===== src/rtl/decode_issue_stage_if.sv =====
// Fetch-side and issue-side handshake bundle of the decode/issue stage.
// The master side feeds instructions and accepts issued ones; the slave side is the stage.
interface decode_issue_stage_if #(
    parameter int DataWidth  = 32,
    parameter int StateWidth = 4,
    parameter int Func3Width = 3
) ();
    logic                  inValid;
    logic                  inReady;
    logic [DataWidth-1:0]  inInstr;
    logic [DataWidth-1:0]  inPC;

    logic                  outValid;
    logic                  outReady;
    logic [StateWidth-1:0] state;
    logic [Func3Width-1:0] func3;
    logic [DataWidth-1:0]  imm;
    logic [4:0]            rs1;
    logic [4:0]            rs2;
    logic [4:0]            rd;
    logic [DataWidth-1:0]  PC;

    modport master (
        output inValid, inInstr, inPC, outReady,
        input  inReady, outValid, state, func3, imm, rs1, rs2, rd, PC
    );

    modport slave (
        input  inValid, inInstr, inPC, outReady,
        output inReady, outValid, state, func3, imm, rs1, rs2, rd, PC
    );
endinterface


===== src/rtl/decode_issue_stage.sv =====
// Decode/issue stage: decodes fetched words into controller state codes and operands,
// buffered by an output register plus one skid entry so upstream ready is registered.
module decode_issue_stage #(
    parameter int DataWidth  = 32,
    parameter int StateWidth = 4,
    parameter int Func3Width = 3
) (
    input  logic                 clk,
    input  logic                 reset,
    input  logic                 flush,
    decode_issue_stage_if.slave  bus,
    output logic                 illegal,
    output logic [DataWidth-1:0] issuedCount
);

    typedef enum logic [StateWidth-1:0] {
        IDLE            = StateWidth'(0),
        RegWrite        = StateWidth'(1),
        MemReadRegWrite = StateWidth'(2),
        MemWrite        = StateWidth'(3),
        PCSelectWrite   = StateWidth'(4),
        PCWrite         = StateWidth'(5)
    } stateType;

    localparam logic [6:0] OpR      = 7'b0110011;
    localparam logic [6:0] OpIAlu   = 7'b0010011;
    localparam logic [6:0] OpLui    = 7'b0110111;
    localparam logic [6:0] OpAuipc  = 7'b0010111;
    localparam logic [6:0] OpLoad   = 7'b0000011;
    localparam logic [6:0] OpStore  = 7'b0100011;
    localparam logic [6:0] OpBranch = 7'b1100011;
    localparam logic [6:0] OpJal    = 7'b1101111;
    localparam logic [6:0] OpJalr   = 7'b1100111;

    typedef struct packed {
        stateType              state;
        logic [Func3Width-1:0] func3;
        logic [DataWidth-1:0]  imm;
        logic [4:0]            rs1;
        logic [4:0]            rs2;
        logic [4:0]            rd;
        logic [DataWidth-1:0]  pc;
    } entryType;

    function automatic logic [31:0] immI(input logic [31:0] instr);
        return {{20{instr[31]}}, instr[31:20]};
    endfunction

    function automatic logic [31:0] immS(input logic [31:0] instr);
        return {{20{instr[31]}}, instr[31:25], instr[11:7]};
    endfunction

    function automatic logic [31:0] immB(input logic [31:0] instr);
        return {{19{instr[31]}}, instr[31], instr[7], instr[30:25], instr[11:8], 1'b0};
    endfunction

    function automatic logic [31:0] immU(input logic [31:0] instr);
        return {instr[31:12], 12'd0};
    endfunction

    function automatic logic [31:0] immJ(input logic [31:0] instr);
        return {{11{instr[31]}}, instr[31], instr[19:12], instr[20], instr[30:21], 1'b0};
    endfunction

    function automatic logic [DataWidth-1:0] signExtend(input logic [31:0] value);
        return DataWidth'($signed(value));
    endfunction

    logic [6:0]          opcode_s;
    stateType            decState_s;
    logic [31:0]         decImm_s;
    logic                decIllegal_s;
    entryType            newEntry_s;

    logic                outValid_r;
    entryType            outEntry_r;
    logic                skidFull_r;
    entryType            skidEntry_r;
    logic                inReady_r;
    logic                illegal_r;
    logic [DataWidth-1:0] issuedCount_r;

    logic                accept_s;
    logic                advance_s;
    logic                outFree_s;
    logic                outValidNext_s;
    entryType            outEntryNext_s;
    logic                skidFullNext_s;
    entryType            skidEntryNext_s;

    // Opcode decode into state code, immediate and illegal flag.
    always_comb begin
        opcode_s     = bus.inInstr[6:0];
        decState_s   = IDLE;
        decImm_s     = 32'd0;
        decIllegal_s = 1'b0;
        case (opcode_s)
            OpR: begin
                decState_s = RegWrite;
                decImm_s   = 32'd0;
            end
            OpIAlu: begin
                decState_s = RegWrite;
                decImm_s   = immI(bus.inInstr[31:0]);
            end
            OpLui, OpAuipc: begin
                decState_s = RegWrite;
                decImm_s   = immU(bus.inInstr[31:0]);
            end
            OpLoad: begin
                decState_s = MemReadRegWrite;
                decImm_s   = immI(bus.inInstr[31:0]);
            end
            OpStore: begin
                decState_s = MemWrite;
                decImm_s   = immS(bus.inInstr[31:0]);
            end
            OpBranch: begin
                decState_s = PCSelectWrite;
                decImm_s   = immB(bus.inInstr[31:0]);
            end
            OpJal: begin
                decState_s = PCWrite;
                decImm_s   = immJ(bus.inInstr[31:0]);
            end
            OpJalr: begin
                decState_s = PCWrite;
                decImm_s   = immI(bus.inInstr[31:0]);
            end
            default: begin
                decState_s   = IDLE;
                decImm_s     = 32'd0;
                decIllegal_s = 1'b1;
            end
        endcase
    end

    // Pack the decoded fields of the offered instruction into one buffer entry.
    always_comb begin
        newEntry_s       = '0;
        newEntry_s.state = decState_s;
        newEntry_s.func3 = Func3Width'(bus.inInstr[14:12]);
        newEntry_s.imm   = signExtend(decImm_s);
        newEntry_s.rs1   = bus.inInstr[19:15];
        newEntry_s.rs2   = bus.inInstr[24:20];
        newEntry_s.rd    = bus.inInstr[11:7];
        newEntry_s.pc    = bus.inPC;
    end

    // Flush kills the offer too, so a dropped instruction can never set illegal.
    assign accept_s  = bus.inValid && inReady_r && !flush;
    assign advance_s = outValid_r && bus.outReady;
    assign outFree_s = !outValid_r || advance_s;

    // Output/skid steering: the skid entry is older, so it always moves out first.
    always_comb begin
        outValidNext_s  = outValid_r;
        outEntryNext_s  = outEntry_r;
        skidFullNext_s  = skidFull_r;
        skidEntryNext_s = skidEntry_r;
        if (flush) begin
            outValidNext_s       = 1'b0;
            outEntryNext_s.state = IDLE;
            skidFullNext_s       = 1'b0;
        end else if (outFree_s) begin
            if (skidFull_r) begin
                outEntryNext_s = skidEntry_r;
                outValidNext_s = 1'b1;
                skidFullNext_s = 1'b0;
            end else if (accept_s) begin
                outEntryNext_s = newEntry_s;
                outValidNext_s = 1'b1;
            end else begin
                outValidNext_s       = 1'b0;
                outEntryNext_s.state = IDLE;
            end
        end else begin
            if (accept_s) begin
                skidEntryNext_s = newEntry_s;
                skidFullNext_s  = 1'b1;
            end else begin
                skidFullNext_s  = skidFull_r;
            end
        end
    end

    // Buffer, ready, sticky illegal and handshake counter registers.
    always_ff @(posedge clk or negedge reset) begin
        if (!reset) begin
            outValid_r    <= 1'b0;
            outEntry_r    <= '0;
            skidFull_r    <= 1'b0;
            skidEntry_r   <= '0;
            inReady_r     <= 1'b1;
            illegal_r     <= 1'b0;
            issuedCount_r <= '0;
        end else begin
            outValid_r    <= outValidNext_s;
            outEntry_r    <= outEntryNext_s;
            skidFull_r    <= skidFullNext_s;
            skidEntry_r   <= skidEntryNext_s;
            inReady_r     <= !skidFullNext_s;
            illegal_r     <= illegal_r || (accept_s && decIllegal_s);
            issuedCount_r <= advance_s ? issuedCount_r + DataWidth'(1) : issuedCount_r;
        end
    end

    assign bus.inReady  = inReady_r;
    assign bus.outValid = outValid_r;
    assign bus.state    = outEntry_r.state;
    assign bus.func3    = outEntry_r.func3;
    assign bus.imm      = outEntry_r.imm;
    assign bus.rs1      = outEntry_r.rs1;
    assign bus.rs2      = outEntry_r.rs2;
    assign bus.rd       = outEntry_r.rd;
    assign bus.PC       = outEntry_r.pc;
    assign illegal      = illegal_r;
    assign issuedCount  = issuedCount_r;

endmodule


===== src/flat_wrapper.sv =====
// flat-port wrapper written by rule: the top's interface ports become plain ports
module decode_issue_stage_flat 
#(
    parameter int DataWidth  = 32,
    parameter int StateWidth = 4,
    parameter int Func3Width = 3
)
  (clk, reset, flush, illegal, issuedCount, bus_inValid, bus_inInstr, bus_inPC, bus_outReady, bus_inReady, bus_outValid, bus_state, bus_func3, bus_imm, bus_rs1, bus_rs2, bus_rd, bus_PC);
  decode_issue_stage_if #(.DataWidth(DataWidth), .StateWidth(StateWidth), .Func3Width(Func3Width)) bus_i ();
  input  logic clk;
  input  logic reset;
  input  logic flush;
  output logic illegal;
  output logic [DataWidth-1:0] issuedCount;
  input wire logic [$bits(bus_i.inValid)-1:0] bus_inValid;
  input wire logic [$bits(bus_i.inInstr)-1:0] bus_inInstr;
  input wire logic [$bits(bus_i.inPC)-1:0] bus_inPC;
  input wire logic [$bits(bus_i.outReady)-1:0] bus_outReady;
  output wire logic [$bits(bus_i.inReady)-1:0] bus_inReady;
  output wire logic [$bits(bus_i.outValid)-1:0] bus_outValid;
  output wire logic [$bits(bus_i.state)-1:0] bus_state;
  output wire logic [$bits(bus_i.func3)-1:0] bus_func3;
  output wire logic [$bits(bus_i.imm)-1:0] bus_imm;
  output wire logic [$bits(bus_i.rs1)-1:0] bus_rs1;
  output wire logic [$bits(bus_i.rs2)-1:0] bus_rs2;
  output wire logic [$bits(bus_i.rd)-1:0] bus_rd;
  output wire logic [$bits(bus_i.PC)-1:0] bus_PC;
  assign bus_i.inValid = bus_inValid;
  assign bus_i.inInstr = bus_inInstr;
  assign bus_i.inPC = bus_inPC;
  assign bus_i.outReady = bus_outReady;
  assign bus_inReady = bus_i.inReady;
  assign bus_outValid = bus_i.outValid;
  assign bus_state = bus_i.state;
  assign bus_func3 = bus_i.func3;
  assign bus_imm = bus_i.imm;
  assign bus_rs1 = bus_i.rs1;
  assign bus_rs2 = bus_i.rs2;
  assign bus_rd = bus_i.rd;
  assign bus_PC = bus_i.PC;
  decode_issue_stage #(.DataWidth(DataWidth), .StateWidth(StateWidth), .Func3Width(Func3Width)) u_core (.clk(clk), .reset(reset), .flush(flush), .bus(bus_i), .illegal(illegal), .issuedCount(issuedCount));
endmodule

===== config.mk =====
export PLATFORM = sky130hd
export DESIGN_NAME = decode_issue_stage_flat
export DESIGN_NICKNAME = d
export VERILOG_FILES = /design/src/rtl/decode_issue_stage_if.sv /design/src/rtl/decode_issue_stage.sv /design/src/flat_wrapper.sv
export SDC_FILE = /design/constraint.sdc
export NUM_CORES = 1
export LEC_CHECK = 0
export CORE_ASPECT_RATIO = 0.9
export CORE_UTILIZATION = 53
export CTS_BUF_LIST = sky130_fd_sc_hd__clkbuf_4 sky130_fd_sc_hd__clkbuf_8
export DETAILED_ROUTE_END_ITERATION = 8
export PLACE_DENSITY = 0.85
export SLEW_MARGIN = 20
export SYNTH_ARGS = -nofsm -noshare
export SYNTH_HDL_FRONTEND = slang
export SYNTH_SLANG_ARGS = --single-unit
export TNS_END_PERCENT = 50

===== constraint.sdc =====
create_clock -name clk -period 2.2 [get_ports clk]
set_input_delay 0.44 -clock clk [delete_from_list [all_inputs] [get_ports clk]]
set_output_delay 0.44 -clock clk [all_outputs]
set_load 0.05 [all_outputs]

==> flow_summary_export.csv <==
group,metric,value,unit
logic_synthesis,synth_xor_area_share,2.95,%
detailed_routing,postRouteAntennaNets,0,
critical_path,cp-end-kind,"primary output",
global_route,grt_usage,27.4,%
detailed_routing,via_count,7619,
floorplan,die_w,141,µm
placement,dpl_cell_area,11600,µm²
outcome,status,"finished, final reports clean",
cells_and_area,drive_gt1_share,13.9,%
critical_path,critPathLaunchType,"register",
critical_path,crit_buf_inv,1,
global_route,antenna_found_initial,1,
cts,cts_tree,"yes",
sta,worst_slack,0.0509,ns
floorplan,floorplan.initialDensity,54.4,%
sta,rsz0062_at_grt,"no",
floorplan,core,16900,µm²
sta,relSlewSlack,48.1,%
power,max-vdd-ir-drop,0.000609,V
floorplan,die_area,17900,µm²
sta,fin_crit_sh,97.7,%
cts,numCtsBuffers,35,
logic_synthesis,ys_seq_area_share,56.1,%
cts,h-tree-depth,2,
critical_path,path_max_fanout,2,
critical_path,crit_path_max_incr_delay,0.82,ns
floorplan,num_rows,45,
detailed_routing,routedWlPerCell,17.2,µm
floorplan,io_pins,190,
logic_synthesis,yosysWarnings,0,
power,clkPwrFrac,31.4,%
logic_synthesis,ys.flop_type,"dfrtp_1",
sta,fmax,0.465,GHz
detailed_routing,routed_wl,23500,µm
logic_synthesis,synthSimpleGateAreaFrac,21.4,%
cts,clock_sinks,206,
logic_synthesis,syn_area_per_cell,10.1,µm²
cells_and_area,final_cells,1369,
sta,fin_crit,2.15,ns
cells_and_area,synthToLayoutAreaGrowth,33.9,%
critical_path,criticalPathCategory,"reg -> out",
logic_synthesis,synth_edf_count,0,
sta,finalSetupViolations,0,
global_route,grt_max_degree,86,
power,pwr-share-comb,24.6,%
logic_synthesis,async_reset_ff_share,100,%
detailed_routing,drc_errors,0,
cells_and_area,final_nets,1208,
logic_synthesis,post_synth_inst_count,913,
logic_synthesis,synth_compound_area_share,10.5,%
logic_synthesis,syn_area,9190,µm²
placement,dp_hpwl,16000,µm
logic_synthesis,ys_ff_latch,206,
global_route,grt_pass1_vias,7744,
cells_and_area,finalInstanceArea,12300,µm²
critical_path,slowest_stage,"clkdlybuf4s50_1",
worst_hold_path,min_path_type,"in -> async",
sta,clock_skew,0.0195,ns
power,total_leakage_power,0.00565,µW
cells_and_area,final_common_cell,"nand2_1",
cts,clk_pin_slew,0.06,ns
logic_synthesis,synthesis.nets,983,
cells_and_area,diodes,0,
logic_synthesis,synth_top_family_by_area,"simple AND/OR/NAND/NOR gates",
power,p_int,7240,µW
critical_path,critPathRequiredTime,1.76,ns
cts,cts-root-buf,"clkbuf_8",
placement,place_congestion,0.875,
run,maxCapViolCount,0,
global_route,overflow,0,
cts,clk_latency,0.51,ns
critical_path,cpLargestDelayFamily,"buffers and inverters",
detailed_routing,viasPerCell,5.57,
critical_path,crit_chain,"clkdlybuf4s50_1",
sta,slew_violations,0,
global_route,grt_pass1_wl,38800,µm
floorplan,die_h,127,µm
power,seq_power_share,44.0,%
placement,dp_cells,1311,
detailed_routing,drtIter0Drc,444,
logic_synthesis,yosysUniqueCellTypes,60,
sta,fin_setup_tns,0,ns
power,p_sw,3620,µW
sta,hold_violations,0,
placement,port_buffers,188,
cts,cts_setup_buffers,0,
detailed_routing,dr.pass1.iters,5,
sta,worst_pin_slew,0.779,ns
placement,dpl_worst_slack,-0.165,ns
logic_synthesis,synth_mux_area_share,5.73,%
cts,clockBufferDepth,3,
power,netSwitchingFraction,33.3,%
logic_synthesis,synthAdderAreaFrac,0.136,%
power,powerDensity,883,nW/µm²
critical_path,worstPathArrival,1.71,ns
cells_and_area,most-common-layout-cells,"260 x nand2_1, 204 x dfrtp_1, 147 x clkdlybuf4s50_1",
-- area by class of cell --
cell class | count | area (µm²)
Clock buffer | 54 | 674
Clock inverter | 3 | 17.5
Fill cell | 1194 | 4590
Inverter | 6 | 22.5
Multi-Input combinational cell | 646 | 3760
Sequential cell | 206 | 5160
Tap cell | 211 | 264
Timing Repair Buffer | 243 | 2400
-- sequential cells by signal, summed over array words and instances (netlist names), 5 cells and up --
register and cells:
u_core.bus.imm 32, u_core.bus.rd 5, u_core.bus.PC 32, u_core.skidEntry_r 85
u_core.bus.rs1 5, u_core.bus.rs2 5, u_core.issuedCount 32
-- logic make-up (layout without fill, tap and decap cells) --
family,Yosys count,count (layout)
fa+ha+maj,1,1
mux,52,52
other cells,1,1
xor+xnor,31,31
flops,206,206
compound gates,152,152
simple gates,409,409
buf+inv,61,306
-- repair_timing --
| item | CTS | global route |
|---|---|---|
| endpoints found under the setup margin | 27 | 11 |
| resized for setup | 27 | 11 |
| endpoints found under the hold margin | 43 | 0 |
| hold buffers | 1 | 0 |
-- stage by stage --
step | power [µW] | hold slack (ns) | util, %
after global placement | 7450 | 0.423 | 68.7
final | 10900 | 0.445 | 72.8
after floorplan | 6410 | 0.144 | -
after detailed placement | 7540 | 0.422 | 68.7
after global routing | 11400 | 0.472 | 72.8
after CTS | 10900 | 0.440 | 72.7
-- worst paths after layout --
kind	cells past startpoint	from	slack, ns	to
max	1	u_core.bus.imm[20]	0.05	bus_imm[20]
min	2	reset	0.45	u_core.skidEntry_r[47]
max reg2reg	4	u_core.skidFull_r	0.31	u_core.bus.imm[20]
min reg2reg	1	u_core.issuedCount[31]	0.47	u_core.issuedCount[31]
max in group asynchronous	3	reset	1.07	u_core.skidEntry_r[18]
min in group clk	1	u_core.issuedCount[31]	0.47	u_core.issuedCount[31]
-- power by group through the flow --
stage | logic (µW) | registers [µW] | clock network (µW)
3_3_place_gp | 2650 | 4800 | 0
4_1_cts | 2690 | 4770 | 3470
5_1_grt | 2860 | 4840 | 3650
6_report | 2670 | 4780 | 3410
3_5_place_dp | 2710 | 4830 | 0
2_1_floorplan | 700 | 5710 | 0
-- per-layer routing --
metal  vias up  GRT usage (%)  share of wire [%]
met1      3724           35.4                 42
met4         2           10.4                3.0
met3        61           7.85                7.9
met5         -              0              0.047
li1       3553              -                  -
met2       279           44.1                 47
-- cell usage after synthesis (all sizes together) (5+ instances only) --
library cell,instances,area (µm²)
xnor2,25,219
clkbuf,28,106
o211ai,12,90.1
nor3b,19,228
mux2i,50,500
a21oi,25,129
nand2,261,980
nand3,29,145
dfrtp,205,5130
buf,27,158
nor4,6,82.6
o21ai,76,380
inv,6,22.5
nor2,50,188
nor3,5,35.0
xor2,6,52.6
a211oi,21,208
nand4,12,81.3
Note: power is estimated with default switching activity, not from simulation.
